$ cat src/rtl/regfile_write_arbiter_pkg.sv
// Shared sizing for the register-file write arbiter slice.
package regfile_write_arbiter_pkg;

    localparam int DEF_NUM_REQ       = 3;
    localparam int DEF_ADDRESS_WIDTH = 5;
    localparam int DEF_DATA_WIDTH    = 32;

    // Width of an index into a requester vector; never below one bit.
    function automatic int idx_width(input int n);
        return (n > 1) ? $clog2(n) : 1;
    endfunction

endpackage

$ cat src/rtl/regfile_write_arbiter_rr_arbiter.sv
// Round-robin grant selection: the search begins just after the previous
// winner and wraps, so every requester is reached within N cycles.
module rr_arbiter #(
    parameter int N     = 3,
    parameter int IDX_W = 2
) (
    input  logic [N-1:0]     req,
    input  logic [IDX_W-1:0] last_grant,
    input  logic             enable,
    output logic [N-1:0]     grant
);

    logic [IDX_W-1:0] idx;
    logic             found;

    // Walk the requesters starting at last_grant+1 and take the first valid one.
    always_comb begin
        grant = '0;
        found = 1'b0;
        idx   = '0;
        for (int k = 1; k <= N; k++) begin
            idx = IDX_W'((int'(last_grant) + k) % N);
            if (enable && !found && req[idx]) begin
                grant[idx] = 1'b1;
                found      = 1'b1;
            end
        end
    end

endmodule

$ cat src/rtl/regfile_write_arbiter.sv
// Arbitrates several write requesters onto a single register-file write
// port: one grant per cycle, round-robin, with a registered write stage and
// a scoreboard-style mask of registers that have a write in flight.
module regfile_write_arbiter
    import regfile_write_arbiter_pkg::*;
#(
    parameter int NUM_REQ       = DEF_NUM_REQ,
    parameter int ADDRESS_WIDTH = DEF_ADDRESS_WIDTH,
    parameter int DATA_WIDTH    = DEF_DATA_WIDTH
) (
    input  logic                          clk,
    input  logic                          rst,
    input  logic                          hold,
    input  logic [NUM_REQ-1:0]            req_valid,
    input  logic [NUM_REQ*ADDRESS_WIDTH-1:0] req_addr,
    input  logic [NUM_REQ*DATA_WIDTH-1:0] req_data,
    output logic [NUM_REQ-1:0]            req_ready,
    output logic [ADDRESS_WIDTH-1:0]      write_addr,
    output logic [DATA_WIDTH-1:0]         write_data,
    output logic                          regwrite_en,
    output logic [2**ADDRESS_WIDTH-1:0]   pending_mask
);

    localparam int IDX_W = idx_width(NUM_REQ);

    logic [IDX_W-1:0]         last_grant;
    logic [IDX_W-1:0]         grant_idx;
    logic [NUM_REQ-1:0]       grant;
    logic                     grant_any;
    logic                     arb_en;
    logic [ADDRESS_WIDTH-1:0] sel_addr;
    logic [DATA_WIDTH-1:0]    sel_data;
    logic [ADDRESS_WIDTH-1:0] pm_addr;

    // Reset is gated in combinationally so no handshake completes while it is held.
    assign arb_en = !hold && !rst;

    rr_arbiter #(
        .N     (NUM_REQ),
        .IDX_W (IDX_W)
    ) u_rr_arbiter (
        .req        (req_valid),
        .last_grant (last_grant),
        .enable     (arb_en),
        .grant      (grant)
    );

    assign req_ready = grant;
    assign grant_any = |grant;

    // Convert the one-hot grant into an index and mux out the winner's payload.
    always_comb begin
        grant_idx = '0;
        sel_addr  = '0;
        sel_data  = '0;
        for (int i = 0; i < NUM_REQ; i++) begin
            if (grant[i]) begin
                grant_idx = IDX_W'(i);
                sel_addr  = req_addr[i*ADDRESS_WIDTH +: ADDRESS_WIDTH];
                sel_data  = req_data[i*DATA_WIDTH +: DATA_WIDTH];
            end
        end
    end

    // Remember the last winner; idle and held cycles keep the rotation point.
    always_ff @(posedge clk or posedge rst) begin
        if (rst) begin
            last_grant <= IDX_W'(NUM_REQ - 1);
        end else if (grant_any) begin
            last_grant <= grant_idx;
        end
    end

    // Write stage: register the granted write; register 0 is consumed silently.
    always_ff @(posedge clk or posedge rst) begin
        if (rst) begin
            write_addr  <= '0;
            write_data  <= '0;
            regwrite_en <= 1'b0;
        end else if (grant_any) begin
            write_addr  <= sel_addr;
            write_data  <= sel_data;
            regwrite_en <= |sel_addr;
        end else begin
            regwrite_en <= 1'b0;
        end
    end

    // Registers with a write still waiting at a requester or sitting in the write stage.
    always_comb begin
        pending_mask = '0;
        pm_addr      = '0;
        for (int i = 0; i < NUM_REQ; i++) begin
            pm_addr = req_addr[i*ADDRESS_WIDTH +: ADDRESS_WIDTH];
            if (req_valid[i] && !grant[i] && (pm_addr != '0)) begin
                pending_mask[pm_addr] = 1'b1;
            end
        end
        if (regwrite_en) begin
            pending_mask[write_addr] = 1'b1;
        end
    end

endmodule

$ cat config.mk
export PLATFORM = sky130hd
export DESIGN_NAME = regfile_write_arbiter
export DESIGN_NICKNAME = d
export VERILOG_FILES = /design/src/rtl/regfile_write_arbiter_pkg.sv /design/src/rtl/regfile_write_arbiter_rr_arbiter.sv /design/src/rtl/regfile_write_arbiter.sv
export SDC_FILE = /design/constraint.sdc
export NUM_CORES = 1
export LEC_CHECK = 0
export CAP_MARGIN = 5
export CORE_MARGIN = 5
export CORE_UTILIZATION = 40
export CTS_CLUSTER_SIZE = 14
export DETAILED_ROUTE_END_ITERATION = 16
export GPL_ROUTABILITY_DRIVEN = 0
export PLACE_DENSITY_LB_ADDON = 0.12
export REMOVE_ABC_BUFFERS = 1
export SETUP_SLACK_MARGIN = 0.4
export SYNTH_ARGS = -nofsm -noshare
export SYNTH_HDL_FRONTEND = slang
export SYNTH_HIERARCHICAL = 1
export SYNTH_SLANG_ARGS = --single-unit
$ cat constraint.sdc
create_clock -name clk -period 5.1 [get_ports clk]
set_clock_uncertainty 0.05 [all_clocks]
set_input_delay 1.02 -clock clk [delete_from_list [all_inputs] [get_ports clk]]
set_output_delay 1.02 -clock clk [all_outputs]
set_load 0.02 [all_outputs]
==> out/metrics.yaml <==
outcome:
  status: "finished clean"
global_routing:
  grt-ovfl-total: 0
  grtUsageMet2_pct: 46.6
  grt_pass1_wl_microns: 22200
  antenna_found_initial: 0
  track_usage_pct: 27.6
  grt-busiest-layer: "met2"
  grt_pass1_vias: 4494
  grt_max_degree: 46
  met3_usage_pct: 8.84
  met1_usage_pct: 31.8
sta:
  period_share_pct: 90.7
  fmax_mhz: 216
  worst_slack_ns: 0.474
  fin_crit_ns: 4.63
  finalHoldViolCount: 0
  finalSetupTns_ns: 0
  final_max_slew_viol_count: 0
  setup_violations: 0
  rsz0062_at_grt: "yes"
  fin_hold_ws_ns: 0.510
  relSlewSlack_pct: 25.9
  tightest_slew_ns: 1.11
pwr:
  vdd_drop_max_v: 0.000264
  leakagePower_nw: 2.10
  p_per_area_nw_per_um2: 442
worst_setup_path:
  crit_type: "in2out"
  crit_required_ns: 4.03
  critPathArrivalTime_ns: 3.56
  startpoint_type: "input port"
  reg2reg_slack_ns: 1.57
  r2r-start: "last_grant[0]"
  cp-end-kind: "output pin"
  timing.rr.end: "write_data[27]"
  reg2reg_depth: 13
  crit_fanout: 7
routing:
  num_vias: 4280
  wirelength_microns: 14000
  viasPerCell: 6.21
  avgRoutedWirePerCell_microns: 20.3
  drt-initial-drc-count: 312
  drcViolationCount: 0
  ant_nets: 0
  first_pass_iters: 6
cts:
  tritoncts: "yes"
  cts_buffers: 5
  clk_pin_slew_worst_paths_ns: 0.08
  cts_root_buffer: "clkbuf_8"
  cts_max_path_buffers: 2
  cts_num_sinks: 40
  cts_max_level: 2
  hold_buffers: 0
  clkLatencyLatePin_ns: 0.29
die:
  die_w_microns: 99.6
  core_sq_um: 7770
  fp.dieH_microns: 99.6
  initial_utilization_pct: 41.3
  dieArea_sq_um: 9920
  rows: 32
  io_pins: 190
yosys:
  ys.flop_type: "dfrtp_1"
  synth_top_area_share_pct: 30.4
  async_reset_ff_share_pct: 100
  avgSynthCellArea_sq_um: 7.93
  yosys_register_bits: 40
  yosysTopAreaCell: "dfrtp_1"
  synth_most_common_cell: "o22ai_1"
  synthCells: 405
  synth.area.top_cells: "dfrtp_1, o22ai_1, a21oi_1"
  synth_warnings: 6
  syn_area_sq_um: 3210
  ys_top_cells_by_count: "o22ai_1, a21oi_1, nand2_1"
  synth_sequential_area_ratio_pct: 31.2
  synth-edff-count: 0
  synthDistinctLibCells: 49
min_path:
  hold_path.class: "reg2reg"
  min_to: "write_data[26]"
  whs_path_depth: 2
  min-delay-start: "write_data[26]"
cells_and_area:
  regArea_sq_um: 1000
  area_growth_syn_to_layout_pct: 64.7
  final_nets: 707
  multiInputGateArea_sq_um: 2050
  fillerInstances: 678
  drive_gt1_share_pct: 8.52
  n_antenna_cell: 0
place:
  dp_hpwl_microns: 10400
  pre_cts_ws_ns: 0.00546
  portBuffers: 189
run:
  cap_viol_max_count: 0
[sequential cells by signal, indices dropped and copies added (netlist names)]
signal       count
write_data      32
regwrite_en      1
write_addr       5
last_grant       2
[final cells by class]
type / instances / share of cell area (%)
repair buffers: 205 / 37.0
well taps: 102 / 2.41
flip-flops and latches: 40 / 18.9
clock inverters: 1 / 0.142
multi-input cells: 320 / 38.8
inverters: 14 / 0.994
clock buffers: 7 / 1.63
[routing by layer]
layer | up-vias | routed length [microns]
met5 | - | 0
met4 | 0 | 536
met3 | 52 | 1740
met2 | 298 | 6710
met1 | 1979 | 4980
li1 | 1951 | -
[stage by stage]
stage / total power [mW] / cells / utilization (%) / instance area (sq um)
6_report: 2.34 / 689 / 68.1 / 5290
5_1_grt: 2.49 / 689 / 68.1 / 5290
4_1_cts: 2.33 / 688 / 67.9 / 5280
3_5_place_dp: 2.11 / 680 / 66.9 / 5200
3_3_place_gp: 2.08 / 680 / 66.9 / 5200
2_1_floorplan: 1.40 / 374 / - / 3060
[power breakdown]
part / switching, mW / internal [mW]
clock: 0.111 / 0.110
combinational: 0.822 / 0.670
sequential: 0.144 / 0.479
total: 1.08 / 1.26
[cells by family after synthesis]
logic type | after synthesis | synth area share (%)
AOI/OAI and AO/OA | 187 | 38.6
and+or+nand+nor | 124 | 20.9
buffers and inverters | 45 | 6.20
DFF | 40 | 31.2
muxes | 5 | 1.56
adders and majority gates | 4 | 1.56
[worst max-delay path, cell delays in order]
cell             delay, ns
clkdlybuf4s50_1       0.46
mux2i_1               0.21
o22ai_1               0.10
or4_1                 0.55
a21boi_2              0.17
nand2b_4              0.19
nor2_2                0.11
a222oi_1              0.25
o21ai_0               0.14
dlygate4sd2_1         0.35
[timing repair]
action	in CTS	in global routing
hold endpoints to repair	0	0
setup endpoints to repair	31	28
gates resized for setup	36	35
setup buffers	0	1
[layout by cell type, fill, tap and decap left out, types with 9 or more instances in the layout]
| cell type | netlist | final |
|---|---|---|
| o211ai_1 | 16 | 16 |
| dfrtp_1 | 39 | 39 |
| inv_1 | 13 | 12 |
| o21ai_0 | 9 | 9 |
| a21oi_1 | 41 | 41 |
| nor2_1 | 23 | 17 |
| buf_4 | 0 | 16 |
| a22oi_1 | 26 | 26 |
| nand2_1 | 40 | 40 |
| dlygate4sd2_1 | 0 | 17 |
| clkdlybuf4s50_1 | 0 | 157 |
| o22ai_1 | 66 | 66 |
[worst max path at each step]
stage | startpoint | slack [ns] | to
final | req_valid[1] | 0.47 | pending_mask[30]
after global placement | req_valid[2] | 0.11 | pending_mask[25]
after floorplan | req_valid[1] | 0.40 | write_data[10]
after CTS | req_valid[1] | 0.38 | pending_mask[17]
after detailed placement | req_valid[2] | 0.005 | pending_mask[25]
after global routing | req_valid[1] | 0.28 | pending_mask[30]
No activity file was read; power rests on OpenSTA's default activity.
